==> src/rtl/chess_clock_core.sv <==
// Two-player chess clock: per-player min:sec countdown driven by a one-second tick,
// turn handover on player presses, optional Fischer increment, sticky flag on timeout.
module chess_clock_core #(
    parameter int TICK_DIV = 100000000,
    parameter int MIN_W    = 6,
    parameter int INC_EN   = 1
) (
    input  logic             clk,
    input  logic             reset,
    input  logic             set,
    input  logic             enable,
    input  logic [MIN_W-1:0] timeIn,
    input  logic [5:0]       incIn,
    input  logic             player1,
    input  logic             player2,
    output logic [MIN_W-1:0] min1,
    output logic [5:0]       sec1,
    output logic [MIN_W-1:0] min2,
    output logic [5:0]       sec2,
    output logic [1:0]       active,
    output logic             flag1,
    output logic             flag2,
    output logic [1:0]       state_dbg
);

    localparam int               CNT_W   = $clog2(TICK_DIV);
    localparam logic [CNT_W-1:0] CNT_MAX = CNT_W'(TICK_DIV - 1);
    localparam logic [MIN_W-1:0] MIN_MAX = '1;

    typedef enum logic [1:0] {IDLE = 2'd0, RUN1 = 2'd1, RUN2 = 2'd2, DONE = 2'd3} state_t;

    state_t           state, state_n;
    logic [CNT_W-1:0] cnt, cnt_n;
    logic [5:0]       inc_q, inc_n;
    logic [MIN_W-1:0] min1_n, min2_n;
    logic [5:0]       sec1_n, sec2_n;
    logic             flag1_n, flag2_n;
    logic             press1, press2;

    function automatic logic [MIN_W+5:0] dec_time(input logic [MIN_W-1:0] m, input logic [5:0] s);
        if (s != 6'd0) return {m, s - 6'd1};
        if (m != '0)   return {m - MIN_W'(1), 6'd59};
        return {m, s};
    endfunction

    function automatic logic [MIN_W+5:0] add_inc(input logic [MIN_W-1:0] m, input logic [5:0] s,
                                                 input logic [5:0] i);
        logic [6:0] sum;
        sum = {1'b0, s} + {1'b0, i};
        if (sum >= 7'd60) begin
            if (m == MIN_MAX) return {MIN_MAX, 6'd59};
            return {m + MIN_W'(1), 6'(sum - 7'd60)};
        end
        return {m, sum[5:0]};
    endfunction

    // Simultaneous presses cancel out everywhere.
    assign press1 = player1 & ~player2;
    assign press2 = player2 & ~player1;

    always_comb begin
        state_n = state;
        cnt_n   = cnt;
        inc_n   = inc_q;
        min1_n  = min1;
        sec1_n  = sec1;
        min2_n  = min2;
        sec2_n  = sec2;
        flag1_n = flag1;
        flag2_n = flag2;
        case (state)
            IDLE: begin
                if (press1) begin
                    cnt_n   = '0;
                    state_n = ({min2, sec2} == '0) ? DONE : RUN2;
                end else if (press2) begin
                    cnt_n   = '0;
                    state_n = ({min1, sec1} == '0) ? DONE : RUN1;
                end
            end
            RUN1: begin
                if (press1) begin
                    cnt_n   = '0;
                    state_n = RUN2;
                    if (INC_EN != 0) {min1_n, sec1_n} = add_inc(min1, sec1, inc_q);
                end else if (enable) begin
                    if (cnt == CNT_MAX) begin
                        cnt_n = '0;
                        {min1_n, sec1_n} = dec_time(min1, sec1);
                        if (min1 == '0 && sec1 == 6'd1) begin
                            flag1_n = 1'b1;
                            state_n = DONE;
                        end
                    end else begin
                        cnt_n = cnt + CNT_W'(1);
                    end
                end
            end
            RUN2: begin
                if (press2) begin
                    cnt_n   = '0;
                    state_n = RUN1;
                    if (INC_EN != 0) {min2_n, sec2_n} = add_inc(min2, sec2, inc_q);
                end else if (enable) begin
                    if (cnt == CNT_MAX) begin
                        cnt_n = '0;
                        {min2_n, sec2_n} = dec_time(min2, sec2);
                        if (min2 == '0 && sec2 == 6'd1) begin
                            flag2_n = 1'b1;
                            state_n = DONE;
                        end
                    end else begin
                        cnt_n = cnt + CNT_W'(1);
                    end
                end
            end
            default: ;
        endcase
        // Increments above 59 are clamped so seconds can never leave 0..59.
        if (set) begin
            state_n = IDLE;
            cnt_n   = '0;
            inc_n   = (incIn > 6'd59) ? 6'd59 : incIn;
            min1_n  = timeIn;
            min2_n  = timeIn;
            sec1_n  = '0;
            sec2_n  = '0;
            flag1_n = 1'b0;
            flag2_n = 1'b0;
        end
    end

    always_ff @(posedge clk) begin
        if (reset) begin
            state <= IDLE;
            cnt   <= '0;
            inc_q <= '0;
            min1  <= '0;
            sec1  <= '0;
            min2  <= '0;
            sec2  <= '0;
            flag1 <= 1'b0;
            flag2 <= 1'b0;
        end else begin
            state <= state_n;
            cnt   <= cnt_n;
            inc_q <= inc_n;
            min1  <= min1_n;
            sec1  <= sec1_n;
            min2  <= min2_n;
            sec2  <= sec2_n;
            flag1 <= flag1_n;
            flag2 <= flag2_n;
        end
    end

    assign active    = (state == RUN1) ? 2'b01 : (state == RUN2) ? 2'b10 : 2'b00;
    assign state_dbg = state;

endmodule

==> config.mk <==
export PLATFORM = sky130hd
export DESIGN_NAME = chess_clock_core
export DESIGN_NICKNAME = d
export VERILOG_FILES = /design/src/rtl/chess_clock_core.sv
export SDC_FILE = /design/constraint.sdc
export NUM_CORES = 1
export LEC_CHECK = 0
export CORE_MARGIN = 3
export CORE_UTILIZATION = 43
export DETAILED_ROUTE_END_ITERATION = 10
export DONT_BUFFER_PORTS = 1
export SLEW_MARGIN = 5
export SYNTH_ARGS = -nofsm -noshare
export SYNTH_HDL_FRONTEND = slang
export SYNTH_SLANG_ARGS = --single-unit
export TNS_END_PERCENT = 100
==> constraint.sdc <==
create_clock -name clk -period 3.8 [get_ports clk]
set_input_delay 0.57 -clock clk [delete_from_list [all_inputs] [get_ports clk]]
set_output_delay 0.57 -clock clk [all_outputs]
set_load 0.01 [all_outputs]
# After elaboration in Yosys (flattened, before gate mapping)
# Index checks and enable logic that the tools add are counted.
[totals]
inputBits = 18
wordCells = 171
reg_bits = 61
output_inout_bits = 30
[op_classes]
bitwise = 6
magnitude_cmp = 3
add_sub_neg = 11
n_eq_ne = 16
mux = 91
reduce_logical = 35
[ops]
columns = ["cell", "count"]
rows = [
  ["$mux 12", 16],
  ["$mux 27", 6],
  ["$mux 6", 17],
  ["$pmux 27 s3", 1],
  ["$mux 1", 37],
  ["$add 27x1->27 const B", 1],
  ["$eq 27x27->1 const B", 1],
  ["$mux 2", 13],
  ["$logic_not 12->1", 2],
  ["$reduce_bool 6->1", 4],
  ["$sub 6x1->6 const B", 4],
  ["$ne 3x3->1 const B", 7],
  ["$reduce_bool 3->1", 7],
  ["$reduce_and 5->1", 4],
  ["$add 6x6->7", 2],
  ["$ge 7x6->1 const B", 2],
  ["$add 6x1->6 const B", 2],
  ["$eq 6x1->1 const B", 2],
  ["$eq 6x6->1 const B", 2],
  ["$logic_not 6->1", 2],
  ["$reduce_bool 2->1", 6],
  ["$sub 6x6->6 const B", 2],
  ["$reduce_and 4->1", 2],
  ["$reduce_and 8->1", 1],
  ["12 further kinds", 19],
]

# Logic depth before layout (Yosys ltp)
# Gate-level depths: netlist of run 1.
[depth]
ltp_word = 18
mapped_depth = 13
mapped_depth_nobuf = 11

# Least setup slack after synthesis of run 1
# Ideal clock, no wire load.
[synth_path]
path_type = "register to register"
startpoint = "reg sec2[0]"
endpoint = "reg min2[5]"
stages_incl_launch_ff = 12
arrival_time_ns = 2.807
synth_period_minus_slack_ns = 2.954
setup_ns = 0.146
path_buffers = 0
required_time_ns = 3.654
setup_slack_ns = 0.846
path_cell_list = "dfxtp_1 > ha_1 > inv_1 > fa_1 > xnor2_1 > ha_1 > nand3_1 > o21ai_1 > a31oi_2 > or4_4 > a221oi_2 > a2111oi_2"
[synth_between]
elab_chain_len = 12
word_cells_on_any_way = 20
cone_classes = "1 x add/sub; 1 x order compare; 1 x eq/ne; 14 x mux; 3 x reduce/logical"
[synth_lines]
columns = ["element", "line_no", "rtl"]
rows = [
  ["start: declaration", "19", "output logic [5:0] sec2,"],
  ["start signal: assignment", "151", "sec2 <= sec2_n;"],
  ["parallel branches: the longest is 12 deep, another holds $add 6x6->7", "n/a", ""],
  ["end signal: assignment", "150", "min2 <= min2_n;"],
  ["end: declaration", "18", "output logic [MIN_W-1:0] min2,"],
]
# Parallel ways; which one is timed is not known. The select of a mux whose other input is x is not followed.
# A chain may end at the register's enable or synchronous reset.

# Final worst setup path of run 1
# Ends and elaborated chain as after synthesis.

==> results of run 1 <==
## sequential cells by signal (all words and copies together) (netlist names)
name and cells:
cnt 27, inc_q 6, min1 6, min2 6, sec1 6, sec2 6
state_dbg 2, flag1 1, flag2 1
## cell usage after synthesis, types with 8 or more instances
cell / instances
xor2_1: 23
or3_1: 10
nor2_1: 61
xnor2_1: 14
nor3_1: 13
nand2_1: 49
o21ai_0: 21
and3_1: 14
ha_1: 32
o21ai_1: 12
inv_1: 29
nand4_1: 16
clkbuf_1: 17
nor2b_1: 8
nor4_1: 11
a21oi_1: 25
nand3_1: 23
dfxtp_1: 61
## worst paths after layout
kind / start / end / depth (start not counted)
worst max-delay path: sec2[0] / min2[5] / 11
worst min-delay path: reset / min2[5] / 1
worst max register to register: sec2[0] / min2[5] / 11
worst min register to register: cnt[1] / cnt[1] / 2
## metrics by stage
step                      utilization (%)  cell area [µm²]  instances
after floorplan                         -             4570        578
after global placement               45.7             4720        701
after detailed placement             45.7             4720        701
after CTS                            47.3             4890        716
after global routing                 47.3             4890        716
final                                47.3             4890        716
## metal layers
metal  routed length, µm  GRT usage [%]  up-vias  part of all wire [%]
met4                 322           8.21        0                   2.5
met2                5750           34.4      106                    45
met1                5860           28.6     2039                    46
met3                 745           6.34       19                   5.9
li1                    -              -     2136                     -
met5                   0              0        -                     0
## power groups by stage
stage	Clock [W]	Sequential [W]	Combinational, W
2_1_floorplan	0	0.000695	0.000250
3_3_place_gp	0	0.000715	0.000291
3_5_place_dp	0	0.000715	0.000296
4_1_cts	0.000524	0.000700	0.000297
5_1_grt	0.000554	0.000704	0.000333
6_report	0.000504	0.000700	0.000298
## cells by family (layout without fill, tap and decap cells)
logic type                 count (synthesis)  after routing  synth area share (%)
muxes                                      4              4                 0.876
buffers and inverters                     53             55                  4.52
DFF                                       61             61                  26.7
and+or+nand+nor                          247            247                  28.5
xor gates and xnor gates                  37             37                  7.09
adders and majority gates                 34             34                  9.63
AOI/OAI and AO/OA                        142            142                  22.7
## critical path: stages, from the launching register on
cell and delay [ns]:
dfxtp_1 0.51, ha_1 0.27, inv_1 0.08, fa_1 0.40, xnor2_1 0.33, ha_1 0.27, nand3_1 0.09, o21ai_1 0.11
a31oi_2 0.20, or4_4 0.57, a221oi_2 0.31, a2111oi_2 0.08
## area by class of cell
cell class	count	area (µm²)	share of cell area [%]
clock buffer	11	141	2.89
tap	136	170	3.48
clock inverter	4	25.0	0.512
timing repair buffer	9	67.6	1.38
inverter	31	116	2.38
multi-input combinational	464	3140	64.4
sequential	61	1220	25.0
==> summary.md, run 1 <==
| Metric | Value |
|---|---|
| Status | `finished, final reports clean` |
| Seq/Total Area, Yosys | `26.7%` |
| Warnings, synthesis | `0` |
| CP startpoint kind | `flop` |
| Area grow syn2layout | `6.87%` |
| PD cells | `308 nW/µm²` |
| Reg2Reg Setup Slack | `0.45 ns` |
| Number of global-route vias before repair | `4,106` |
| Die width | `109 µm` |
| Fmax | `299 MHz` |
| Gr ovfl total | `0` |
| DRC | `0` |
| Synth cell types | `74` |
| Worst slew margin | `41.3%` |
| P_sw | `0.000477 W` |
| Final setup margin | `0.455 ns` |
| H-tree level count | `3` |
| Total die area | `11,900 µm²` |
| DR pass1 iterations | `4` |
| Final Skew | `0.00696 ns` |
| Syn avg cell area | `7.91 µm²` |
| Tmin final | `3.35 ns` |
| Commonest cells after routing, fill and taps aside | `nor2_1, dfxtp_1, nand2_1` |
| Total Power | `0.00150 W` |
| Hold slack final | `0.296 ns` |
| Cts bufs inserted | `9` |
| Tcrit/Tclk final | `88.0%` |
| Area contributors post-synth | `dfxtp_1, ha_1, nor2_1` |
| Crit end category | `flop` |
| Gpl congestion | `0.924` |
| Detailed placement HPWL | `9.64 mm` |
| Starting Density | `44.3%` |
| Ys flop type | `dfxtp_1` |
| Worst Path Required | `4.02 ns` |
| Largest net degree at the start of global routing | `36` |
| IO Port Bufs | `0` |
| FILL cells | `1,020` |
| Drt wl/cell | `17.7 µm` |
| Max_cap viols | `0` |
| RSZ-0062 raised after global routing | `false` |
| Yosys top cell by area | `dfxtp_1` |
| Antenna cells | `0` |
| Skew-Pair Late Insertion Delay | `0.34 ns` |
| Initial antenna violation count | `0` |
| Sequential Power Share | `46.6%` |
| Clock-pin slew on the worst setup and hold paths | `0.07 ns` |
| CP max FO | `8` |
| Clock Sinks | `61` |
| Clk pwr share | `33.5%` |
| Cts repair resizes | `0` |
| Post-Syn Nets | `630` |
| Leak | `1.83 nW` |
| Routed WL | `12.7 mm` |
| Setup bufs post-CTS | `0` |
| Detailed Route Iter0 Violations | `341` |
| Hold-fix buffers at CTS | `0` |
| Arrival time worst endpoint | `3.56 ns` |
| DR vias/cell | `6.01` |
| Core Area | `10,300 µm²` |
| CP Class | `flop to flop` |
| Vias | `4,300` |
| Ports | `48` |
| Asr flop ratio synth | `0%` |
| Final Hold Viols | `0` |
| Row cnt | `37` |
| Post-synth top area share | `26.7%` |
| Layout net count | `628` |
| Comb pwr share | `19.8%` |
| Fraction of layout cells with a size suffix above 1 | `7.41%` |
| Global-route wire length before repair | `20.7 mm` |
| Clock Path Buffers | `2` |
| Tot GR Track Use | `22.0%` |
| Slew @ Worst Pin | `0.880 ns` |
| Routed Antenna Nets | `0` |
| Internal | `0.00103 W` |
| Flops & latches, synth | `61` |
| HP Class | `primary input to flop` |
| Pre-CTS WS | `0.485 ns` |
| Max Transition Viols Final | `0` |
| CTS tree | `yes` |
| Netlist Area Pre-Place | `4570 µm²` |
| Peak VDD IR | `0.000198 V` |
| TNS Setup | `0 ns` |
| Post-synth EDFFs | `0` |
| Net Sw Frac | `31.7%` |
| Finish-stage setup viols | `0` |
| Root Buffer | `clkbuf_8` |
| Die Y | `109 µm` |
| Cells after Synth | `578` |
(Power assumes the default switching activity.)
==> run 2, diff against run 1 <==
- HOLD_SLACK_MARGIN: unset -> 0.03
==> results of run 2 <==
The final DEF is identical to that of run 1; final timing and power are the same.
